### config.mk
export PLATFORM = sky130hd
export DESIGN_NAME = eth_crc32_stream
export DESIGN_NICKNAME = d
export VERILOG_FILES = /design/src/rtl/eth_crc_pkg.sv /design/src/rtl/eth_crc32_lanes.sv /design/src/rtl/eth_crc32_stream.sv
export SDC_FILE = /design/constraint.sdc
export NUM_CORES = 1
export LEC_CHECK = 0
export BUFFER_PORTS_ARGS = -buffer_cell sky130_fd_sc_hd__buf_2
export CAP_MARGIN = 20
export CORE_MARGIN = 2
export CORE_UTILIZATION = 60
export CTS_BUF_LIST = sky130_fd_sc_hd__clkbuf_8
export CTS_CLUSTER_DIAMETER = 40
export DETAILED_ROUTE_END_ITERATION = 6
export PLACE_DENSITY_LB_ADDON = 0.15
export SETUP_SLACK_MARGIN = 0.5
export SLEW_MARGIN = 20
export SYNTH_ARGS = -nofsm -noshare
export SYNTH_HDL_FRONTEND = slang
export SYNTH_SLANG_ARGS = --single-unit
### constraint.sdc
create_clock -name clk -period 5.05 [get_ports clk]
set_input_delay 0.2525 -clock clk [delete_from_list [all_inputs] [get_ports clk]]
set_output_delay 0.2525 -clock clk [all_outputs]
set_load 0.005 [all_outputs]
### src/rtl/eth_crc_pkg.sv
// ---------------------------------------------------------------------------
// eth_crc_pkg
// Shared definitions for the Ethernet CRC-32 stream engine.
//   CRC32_POLY     generator polynomial (MSB-first form)
//   CRC32_INIT     register value at the start of every frame
//   CRC32_RESIDUE  register value after data + correct FCS have been folded in
//   crc_state_t    APPEND-path state: forwarding data, or emitting FCS beats
//   bitrev8        reverses a byte so the wire-order LSB is fed first
//   crc32_byte     one byte through the MSB-first CRC register (8 unrolled steps)
// ---------------------------------------------------------------------------
package eth_crc_pkg;

    localparam logic [31:0] CRC32_POLY    = 32'h04C11DB7;
    localparam logic [31:0] CRC32_INIT    = 32'hFFFFFFFF;
    localparam logic [31:0] CRC32_RESIDUE = 32'hC704DD7B;

    typedef enum logic [0:0] {
        ST_DATA = 1'b0,
        ST_FCS  = 1'b1
    } crc_state_t;

    function automatic logic [7:0] bitrev8(input logic [7:0] data);
        logic [7:0] r;
        r = '0;
        for (int i = 0; i < 8; i++) begin
            r[i] = data[7-i];
        end
        return r;
    endfunction

    // The caller passes an already bit-reversed byte, so data[7] is the
    // first bit seen on the wire. The loop unrolls into the 8-bit XOR matrix.
    function automatic logic [31:0] crc32_byte(input logic [31:0] crc, input logic [7:0] data);
        logic [31:0] c;
        c = crc;
        for (int i = 7; i >= 0; i--) begin
            if (c[31] ^ data[i]) begin
                c = {c[30:0], 1'b0} ^ CRC32_POLY;
            end else begin
                c = {c[30:0], 1'b0};
            end
        end
        return c;
    endfunction

endpackage

### src/rtl/eth_crc32_lanes.sv
// ---------------------------------------------------------------------------
// eth_crc32_lanes
// Combinational fold of up to BYTES byte lanes into the CRC register.
// Lane 0 is folded first. Only the lanes enabled by keep contribute; keep is
// contiguous from lane 0, so its popcount picks the matching chain tap.
//   crc_in   [31:0]        current CRC register
//   data     [8*BYTES-1:0] byte lanes, lane i = data[8i+7:8i]
//   keep     [BYTES-1:0]   lane-valid mask
//   crc_out  [31:0]        CRC after the enabled lanes
// ---------------------------------------------------------------------------
module eth_crc32_lanes
    import eth_crc_pkg::*;
#(
    parameter int BYTES = 4
) (
    input  logic [31:0]        crc_in,
    input  logic [8*BYTES-1:0] data,
    input  logic [BYTES-1:0]   keep,
    output logic [31:0]        crc_out
);

    localparam int CW = $clog2(BYTES + 1);

    logic [31:0]   stage [BYTES+1];
    logic [CW-1:0] count;

    // Serial chain of byte steps; stage[i] holds the CRC after i lanes.
    always_comb begin
        stage[0] = crc_in;
        for (int i = 0; i < BYTES; i++) begin
            stage[i+1] = crc32_byte(stage[i], bitrev8(data[8*i +: 8]));
        end
    end

    always_comb begin
        count = '0;
        for (int i = 0; i < BYTES; i++) begin
            count = count + CW'(keep[i]);
        end
    end

    // Tap selection by lane count; zero lanes leaves the register unchanged.
    always_comb begin
        crc_out = crc_in;
        for (int i = 1; i <= BYTES; i++) begin
            if (count == CW'(i)) begin
                crc_out = stage[i];
            end
        end
    end

endmodule

### src/rtl/eth_crc32_stream.sv
// ---------------------------------------------------------------------------
// eth_crc32_stream
// Ethernet CRC-32 engine on a valid/ready byte-lane stream.
//   APPEND=1: forwards the frame, then appends the 4-byte FCS as extra beats.
//   APPEND=0: forwards the frame unchanged and reports FCS good/bad.
// Parameters
//   BYTES   byte lanes per beat (1, 2 or 4); lane 0 is earliest on the wire
//   APPEND  1 = generate and append FCS, 0 = check the FCS in the frame
// Ports
//   clk, rst                    clock, asynchronous active-high reset
//   s_valid/s_ready             input handshake
//   s_data/s_keep/s_last        input beat, lane mask, end of frame
//   m_valid/m_ready             output handshake (registered, 1-cycle latency)
//   m_data/m_keep/m_last        output beat, lane mask, end of frame
//   crc_done/crc_ok             check result pulse and verdict (APPEND=0)
//   crc_value                   running CRC register
// ---------------------------------------------------------------------------
module eth_crc32_stream
    import eth_crc_pkg::*;
#(
    parameter int BYTES  = 4,
    parameter int APPEND = 1
) (
    input  logic               clk,
    input  logic               rst,
    input  logic               s_valid,
    output logic               s_ready,
    input  logic [8*BYTES-1:0] s_data,
    input  logic [BYTES-1:0]   s_keep,
    input  logic               s_last,
    output logic               m_valid,
    input  logic               m_ready,
    output logic [8*BYTES-1:0] m_data,
    output logic [BYTES-1:0]   m_keep,
    output logic               m_last,
    output logic               crc_done,
    output logic               crc_ok,
    output logic [31:0]        crc_value
);

    localparam int              DW        = 8 * BYTES;
    localparam int              FCS_BEATS = 4 / BYTES;
    localparam int              CW        = $clog2(FCS_BEATS + 1);
    localparam logic [BYTES-1:0] KEEP_ALL = '1;

    crc_state_t    state;
    crc_state_t    state_next;
    logic [31:0]   crc_reg;
    logic [31:0]   crc_next;
    logic [31:0]   fcs_reg;
    logic [31:0]   fcs_latch;
    logic [DW-1:0] fcs_beat;
    logic [CW-1:0] beat_cnt;
    logic          out_adv;
    logic          accept;
    logic          fcs_emit;
    logic          fcs_finish;

    // The output register may take a new beat when empty or being drained.
    assign out_adv   = !m_valid || m_ready;
    assign s_ready   = !rst && (state == ST_DATA) && out_adv;
    assign accept    = s_valid && s_ready;
    assign crc_value = crc_reg;

    eth_crc32_lanes #(
        .BYTES (BYTES)
    ) u_lanes (
        .crc_in  (crc_reg),
        .data    (s_data),
        .keep    (s_keep),
        .crc_out (crc_next)
    );

    // FCS byte k is the complemented, bit-reversed k-th register byte from the top.
    always_comb begin
        fcs_latch = '0;
        for (int k = 0; k < 4; k++) begin
            fcs_latch[8*k +: 8] = ~bitrev8(crc_next[31-8*k -: 8]);
        end
    end

    // FCS byte 0 goes out first, so each beat takes the next DW bits from the bottom.
    always_comb begin
        fcs_beat = DW'(fcs_reg >> (DW * int'(beat_cnt)));
    end

    // Next-state and FCS beat strobes. In FCS, once every beat has been
    // loaded, an advance of the output register means the final beat was taken.
    always_comb begin
        state_next = state;
        fcs_emit   = 1'b0;
        fcs_finish = 1'b0;
        case (state)
            ST_DATA: begin
                if ((APPEND != 0) && accept && s_last) begin
                    state_next = ST_FCS;
                end
            end
            ST_FCS: begin
                if (out_adv) begin
                    if (int'(beat_cnt) < FCS_BEATS) begin
                        fcs_emit = 1'b1;
                    end else begin
                        fcs_finish = 1'b1;
                        state_next = ST_DATA;
                    end
                end
            end
            default: state_next = ST_DATA;
        endcase
    end

    always_ff @(posedge clk or posedge rst) begin
        if (rst) begin
            state <= ST_DATA;
        end else begin
            state <= state_next;
        end
    end

    // CRC register, FCS latch and beat counter. The register returns to its
    // initial value on the same edge that captures the frame's result.
    always_ff @(posedge clk or posedge rst) begin
        if (rst) begin
            crc_reg  <= CRC32_INIT;
            fcs_reg  <= '0;
            beat_cnt <= '0;
            crc_done <= 1'b0;
            crc_ok   <= 1'b0;
        end else begin
            crc_done <= 1'b0;
            if (accept) begin
                if (s_last) begin
                    crc_reg <= CRC32_INIT;
                    if (APPEND != 0) begin
                        fcs_reg  <= fcs_latch;
                        beat_cnt <= '0;
                    end else begin
                        crc_done <= 1'b1;
                        crc_ok   <= (crc_next == CRC32_RESIDUE);
                    end
                end else begin
                    crc_reg <= crc_next;
                end
            end
            if (fcs_emit) begin
                beat_cnt <= beat_cnt + CW'(1);
            end
        end
    end

    // Single output register. In APPEND mode the last data beat is forwarded
    // without m_last because FCS beats follow it.
    always_ff @(posedge clk or posedge rst) begin
        if (rst) begin
            m_valid <= 1'b0;
            m_data  <= '0;
            m_keep  <= '0;
            m_last  <= 1'b0;
        end else begin
            if (accept) begin
                m_valid <= 1'b1;
                m_data  <= s_data;
                m_keep  <= s_keep;
                m_last  <= (APPEND != 0) ? 1'b0 : s_last;
            end else if (fcs_emit) begin
                m_valid <= 1'b1;
                m_data  <= fcs_beat;
                m_keep  <= KEEP_ALL;
                m_last  <= (int'(beat_cnt) == FCS_BEATS - 1);
            end else if (fcs_finish || (state == ST_DATA && out_adv)) begin
                m_valid <= 1'b0;
            end
        end
    end

endmodule

# ---- Word-level counts from Yosys, hierarchy flattened
# Index checks and enable logic that the tools add are counted.
dict set report word_totals {
  register_bits 104
  inputBits 41
  output_inout_bits 73
  elab_cells 160
}
dict set report classes {
  n_lt_le_gt_ge 1
  n_mux 58
  bitwise 70
  shifts 1
  reduce_logical 14
  n_eq_ne 4
  add_sub_neg 4
}
# operator count
set op_table {}
lappend op_table {{27-bit 2-to-1 mux} 32}
lappend op_table {{14-bit inverter} 32}
lappend op_table {{32-bit 2-to-1 mux} 7}
lappend op_table {{8-bit inverter} 4}
lappend op_table {{32-bit by 6-bit right shift with 32-bit output} 1}
lappend op_table {{1-bit bitwise XOR} 32}
lappend op_table {{1-bit 2-to-1 mux} 16}
lappend op_table {{4-bit 2-to-1 mux} 2}
lappend op_table {{3-bit by 1-bit adder with 3-bit output} 2}
lappend op_table {{3-bit by 2-bit equality test with 1-bit output, second input constant} 2}
lappend op_table {{1-bit logical AND} 5}
lappend op_table {{2-bit AND reduction} 2}
lappend op_table {{2-bit nonzero test} 2}
lappend op_table {{3-bit by 1-bit equality test with 1-bit output, second input constant} 1}
lappend op_table {{3-bit equality test, second input constant} 1}
lappend op_table {{3-bit nonzero test} 1}
lappend op_table {{1-bit by 1-bit adder with 2-bit output} 1}
lappend op_table {{1-bit logical NOT} 2}
lappend op_table {{1-bit logical OR} 2}
lappend op_table {{1-bit inverter} 2}
lappend op_table {{1-bit one-hot mux with 2 select lines} 1}
lappend op_table {{1-bit adder, second input constant} 1}
lappend op_table {{1-bit less-than comparator, second input constant} 1}

# ---- Depth between registers and ports, before layout
dict set report logic_depth {
  depth_word 66
  mapped_depth 15
  depth_no_buf 13
}

# ---- Hierarchy
# A second synthesis with hierarchy kept.
dict set report hier_totals {
  hier_cells 938
  hier_area_um2 9673.0
}
# mod seq_area_each_um2 instances area_per_inst_um2 cells_per_inst
set by_module_without_submodules {}
lappend by_module_without_submodules {eth_crc32_lanes 0.0 1 5170.0 547}
lappend by_module_without_submodules {eth_crc32_stream 2642.5 1 4503.1 391}

# ---- Worst setup path after synthesis
# No wires, ideal clock.
dict set report synth_path {
  path_kind {reg-to-reg}
  start {reg crc_reg[26] (netlist: crc_value[26])}
  end {reg fcs_reg[29]}
  t_required_ps 4925
  period_less_slack_ps 4347
  setup_time_ps 125
  arrival_time_ps 4222
  n_path_buf 0
  stages_incl_launch_ff 11
  slack_ps 703
  path_cell_list {dfstp_2 -> xor2_2 -> xnor3_2 -> xnor2_2 -> xnor3_1 -> xnor3_2 -> xnor3_2 -> xnor3_2 -> xnor2_1 -> a22o_1 -> mux2_2}
}
dict set report synth_via {
  elab_chain_len 35
  elab_cells_between_ends 64
  classes_between {mux (28); bitwise (36)}
}
# element line_no
set synth_rtl {}
lappend synth_rtl {{from (decl)} eth_crc32_stream.sv:48} ;# logic [31:0] crc_reg;
lappend synth_rtl {{from (signal assigned)} eth_crc32_stream.sv:143} ;# crc_reg <= crc_next;
lappend synth_rtl {{1-bit bitwise XOR (*)} eth_crc_pkg.sv:37} ;# if (c[31] ^ data[i]) begin
lappend synth_rtl {{27-bit 2-to-1 mux (*)} eth_crc_pkg.sv:37}
lappend synth_rtl {{27-bit 2-to-1 mux / 14-bit inverter (equally long branches)} n/a}
lappend synth_rtl {{14-bit inverter (no source line) / 27-bit 2-to-1 mux (equally long branches)} n/a}
lappend synth_rtl {{27-bit 2-to-1 mux} eth_crc_pkg.sv:37}
lappend synth_rtl {{14-bit inverter (no source line)} n/a}
lappend synth_rtl {{27-bit 2-to-1 mux} eth_crc_pkg.sv:37}
lappend synth_rtl {{14-bit inverter (no source line)} n/a}
lappend synth_rtl {{(+19 left out)} n/a}
lappend synth_rtl {{1-bit bitwise XOR / 14-bit inverter (equally long branches)} n/a}
lappend synth_rtl {{27-bit 2-to-1 mux} eth_crc_pkg.sv:37}
lappend synth_rtl {{14-bit inverter (no source line) / 1-bit bitwise XOR (equally long branches)} n/a}
lappend synth_rtl {{27-bit 2-to-1 mux} eth_crc_pkg.sv:37}
lappend synth_rtl {{14-bit inverter (no source line)} n/a}
lappend synth_rtl {{27-bit 2-to-1 mux} eth_crc_pkg.sv:37}
lappend synth_rtl {{32-bit 2-to-1 mux (*)} eth_crc32_lanes.sv:46} ;# if (count == CW'(i)) begin
lappend synth_rtl {{8-bit inverter (*)} eth_crc32_stream.sv:78} ;# fcs_latch[8*k +: 8] = ~bitrev8(crc_next[31-8*k -: 8]);
lappend synth_rtl {{to (signal assigned)} eth_crc32_stream.sv:136} ;# fcs_reg <= fcs_latch;
lappend synth_rtl {{to (decl)} eth_crc32_stream.sv:50} ;# logic [31:0] fcs_reg;
# Mark *: on every way between the ends. The rest lies on a longest branch, timed or not.
# A chain may end at the register's enable or synchronous reset.

# ---- Worst setup path after layout
dict set report layout_path {
  start {reg crc_reg[27] (netlist: crc_value[27])}
  end {reg fcs_reg[16]}
}
dict set report layout_via {
  elab_chain_len 36
  elab_cells_between_ends 67
  classes_between {mux (32); bitwise (35)}
}
# element line_no
set layout_rtl {}
lappend layout_rtl {{1-bit bitwise XOR (*)} eth_crc_pkg.sv:37}
lappend layout_rtl {{27-bit 2-to-1 mux (*)} eth_crc_pkg.sv:37}
lappend layout_rtl {{27-bit 2-to-1 mux (5 in series)} eth_crc_pkg.sv:37}
lappend layout_rtl {{14-bit inverter (no source line)} n/a}
lappend layout_rtl {{27-bit 2-to-1 mux} eth_crc_pkg.sv:37}
lappend layout_rtl {{14-bit inverter (no source line)} n/a}
lappend layout_rtl {{27-bit 2-to-1 mux (3 in series)} eth_crc_pkg.sv:37}
lappend layout_rtl {{14-bit inverter (no source line)} n/a}
lappend layout_rtl {{(+11 left out)} n/a}
lappend layout_rtl {{14-bit inverter (no source line)} n/a}
lappend layout_rtl {{27-bit 2-to-1 mux} eth_crc_pkg.sv:37}
lappend layout_rtl {{14-bit inverter (no source line)} n/a}
lappend layout_rtl {{27-bit 2-to-1 mux} eth_crc_pkg.sv:37}
lappend layout_rtl {{14-bit inverter (no source line)} n/a}
lappend layout_rtl {{27-bit 2-to-1 mux (4 in series)} eth_crc_pkg.sv:37}
lappend layout_rtl {{32-bit 2-to-1 mux (*)} eth_crc32_lanes.sv:46}
lappend layout_rtl {{8-bit inverter (*)} eth_crc32_stream.sv:78}
# Marked as above.

==> summary.md <==
| Metric | Value |
|---|---|
| Status | `finished, final reports clean` |
| F_max | `0.224 GHz` |
| TritonCTS clock tree | `done` |
| Largest net degree at the start of global routing | `60` |
| Commonest non-fill, non-tap cell in the layout | `xnor2_1` |
| RSZ-0062 raised after global routing | `false` |
| Commonest cells after routing, fill and taps aside | `152 x xnor2_1, 120 x nand2_1, 111 x buf_2` |
| DRT antenna net count | `0` |
| Crit path DAT | `4.78 ns` |
| Crit path launch type | `flop` |
| Multi-input logic area | `6840 um2` |
| Layout Nets | `1,099` |
| Clock-pin transition on the worst setup and hold timing paths | `0.11 ns` |
| TritonCTS buffer count | `9` |
| Crit path max fanout | `7` |
| Grt total ovfl | `0` |
| DR iter-0 viols | `847` |
| Initial core utilization | `60.9%` |
| Reg area | `2640 um2` |
| Clock root cell | `clkbuf_8` |
| Die X | `131 um` |
| Final cell count without fillers | `1,277` |
| Worst-margin pin slew | `1.13 ns` |
| Min cycle time layout | `4.47 ns` |
| Clk_lat worst skew | `0.41 ns` |
| Hold Slack | `0.0509 ns` |
| H-tree levels | `3` |
| Avg Vias per Cell | `6.23` |
| Placed Cells | `1,243` |
| Crit share post-route | `88.6%` |
| Setup CP Type | `reg2reg` |
| Max Slew Vio Count | `0` |
| Ports | `114` |
| DIE HEIGHT | `131 um` |
| Post-Synth Simple-Gate Area | `7.42%` |
| Clk_skew | `0.0137 ns` |
| FF+latch count, synth | `104` |
| Sequential-to-total area share from yosys stat | `27.5%` |
| Residual DRC | `0` |
| Routability cong. | `1.12` |
| Final setup fails | `0` |
| Most area-consuming cells after synthesis | `dfrtp_1 19%, xnor3_1 15%, xnor2_1 14%, dfstp_2 8.8%, nand2_1 4.7%` |
| Mux cell area share after synthesis | `1.94%` |
| Dominant cell type by area after synthesis | `dfrtp_1` |
| Pre-antenna DRT Iters | `6` |
| Cell count after synthesis | `909` |
| IO Port Bufs | `111` |
| Final hold vios | `0` |
| DR WL/cell | `26.2 um` |
| Largest family of logic cells by synthesized area | `XOR/XNOR gates` |
| Average cell area after synthesis | `10.6 um2` |
| Core Box Area | `15,800 um2` |
| Synth Area in XOR/XNOR | `44.8%` |
| Max Cap Viol | `0` |
| Fin Setup TNS | `0 ns` |
| Slew headroom | `24.4%` |
| Util after Layout | `70.8%` |
| FILL cells | `1,295` |
| R2r setup slk | `0.58 ns` |
| Count of different cell masters after synthesis | `57` |
| Share of the synthesized area in the top cell type | `18.8%` |
| Adder-Cell Fraction of Synth Area | `0.469%` |
| Worst path required time | `5.35 ns` |
| Initial antenna violation count | `0` |
| Vias in the first global route | `7,477` |
| Die footprint | `17,000 um2` |
| Tightest Hold Check Type | `in2reg` |
| Post-synthesis cell area | `9610 um2` |
| Cell row count | `46` |
| Sinks on Clock Net | `104` |
| GRT Resource Usage Total | `39.8%` |
| DR vias | `7,961` |
| Clock buffer depth | `2` |
| DP HPWL | `25,800 um` |
| Crit. End Element | `flop` |
| DRT Wirelength | `33,400 um` |
| Synth warn | `0` |
| Area Overhead vs Synth | `16.3%` |
| First-pass GRT wire length | `48,200 um` |
| Fraction of layout instances using a drive strength above 1 | `29.3%` |
| Synth Area in Compound Gates | `15.1%` |
[layer usage]
metal,share of wire (%),GRT usage [%]
met5,0,0
met4,5.5,19.7
met3,10,9.49
met2,45,59.9
met1,40,54.3
[kinds of logic (layout without fill, tap and decap cells)]
| logic type | count (synthesis) | in the layout |
|---|---|---|
| multiplexers | 17 | 17 |
| AND/OR/NAND/NOR | 181 | 181 |
| flip-flops | 104 | 104 |
| XOR/XNOR | 315 | 315 |
| other | 1 | 3 |
| AO/OA/AOI/OAI | 223 | 223 |
| adder cells (fa/ha/maj) | 3 | 3 |
| buffers and inverters | 65 | 215 |
[stage by stage]
step / setup slack (ns) / area (um2)
after global routing: 0.512 / 11200
after global placement: 0.433 / 10700
after detailed placement: 0.400 / 10700
after floorplan: 0.703 / 9610
final: 0.576 / 11200
after CTS: 0.490 / 10900
[final timing paths]
| path | depth (start not counted) | start | to |
|---|---|---|---|
| setup / recovery | 9 | crc_value[27]$_DFFE_PP1P_ | fcs_reg[16]$_DFFE_PP0P_ |
| hold / removal | 3 | s_keep[1] | m_keep[1]$_DFFE_PP0P_ |
| setup reg to reg | 9 | crc_value[27]$_DFFE_PP1P_ | fcs_reg[16]$_DFFE_PP0P_ |
| hold reg to reg | 2 | m_data[13]$_DFFE_PP0P_ | m_data[13]$_DFFE_PP0P_ |
| max in group asynchronous | 4 | rst | m_data[23]$_DFFE_PP0P_ |
| min in group asynchronous | 3 | rst | m_data[4]$_DFFE_PP0P_ |
[final cells by class]
type                    count  share of cell area, %
diodes                      1                 0.0224
clock buffers               9                   1.11
clock inverters             7                  0.795
inverters                  14                  0.493
multi-input cells         741                   61.3
flip-flops and latches    104                   23.7
well taps                 216                   2.42
repair buffers            185                   10.2
[cell usage after synthesis, drive strengths merged]
cell / instances
o221a: 2
o21ai: 59
nor2: 45
a221o: 2
a22o: 5
mux2: 13
or2: 3
o32a: 3
clkinv: 1
o22ai: 5
a21oi: 56
a222oi: 1
xor2: 52
a22oi: 42
inv: 13
a221oi: 13
o221ai: 2
clkbuf: 39
a311oi: 1
and3: 1
a2bb2oi: 4
o21a: 2
conb: 1
o31ai: 3
mux2i: 4
xnor3: 72
o22a: 11
and2: 1
a2111oi: 1
fa: 1
nand2: 120
xnor2: 179
o32ai: 1
a21o: 3
nand2b: 3
dfstp: 32
o211ai: 4
buf: 12
ha: 2
xor3: 12
nor2b: 1
nor3b: 1
nor3: 6
dfrtp: 72
a211oi: 3
[critical path, cell delays in order, from the launching register on]
cell     delay (ns)
dfstp_2        0.64
xnor2_4        0.24
xnor3_2        0.63
xnor3_1        0.44
xnor3_2        0.42
xnor3_2        0.60
xnor3_1        0.45
xor3_1         0.37
a22o_1         0.26
mux2_2         0.28
[what timing repair did]
| item | in CTS | in global routing |
|---|---|---|
| setup endpoints to repair | 26 | 29 |
| pin swaps | 2 | 5 |
| gates resized for setup | 6 | 18 |
| hold endpoints to repair | 38 | 0 |
| buffers inserted | 2 | 14 |
| hold buffers | 1 | 0 |
Power is left out: the tool's default activity adds up to more than one toggle a clock period on the data nets, which glitch-free logic cannot reach.
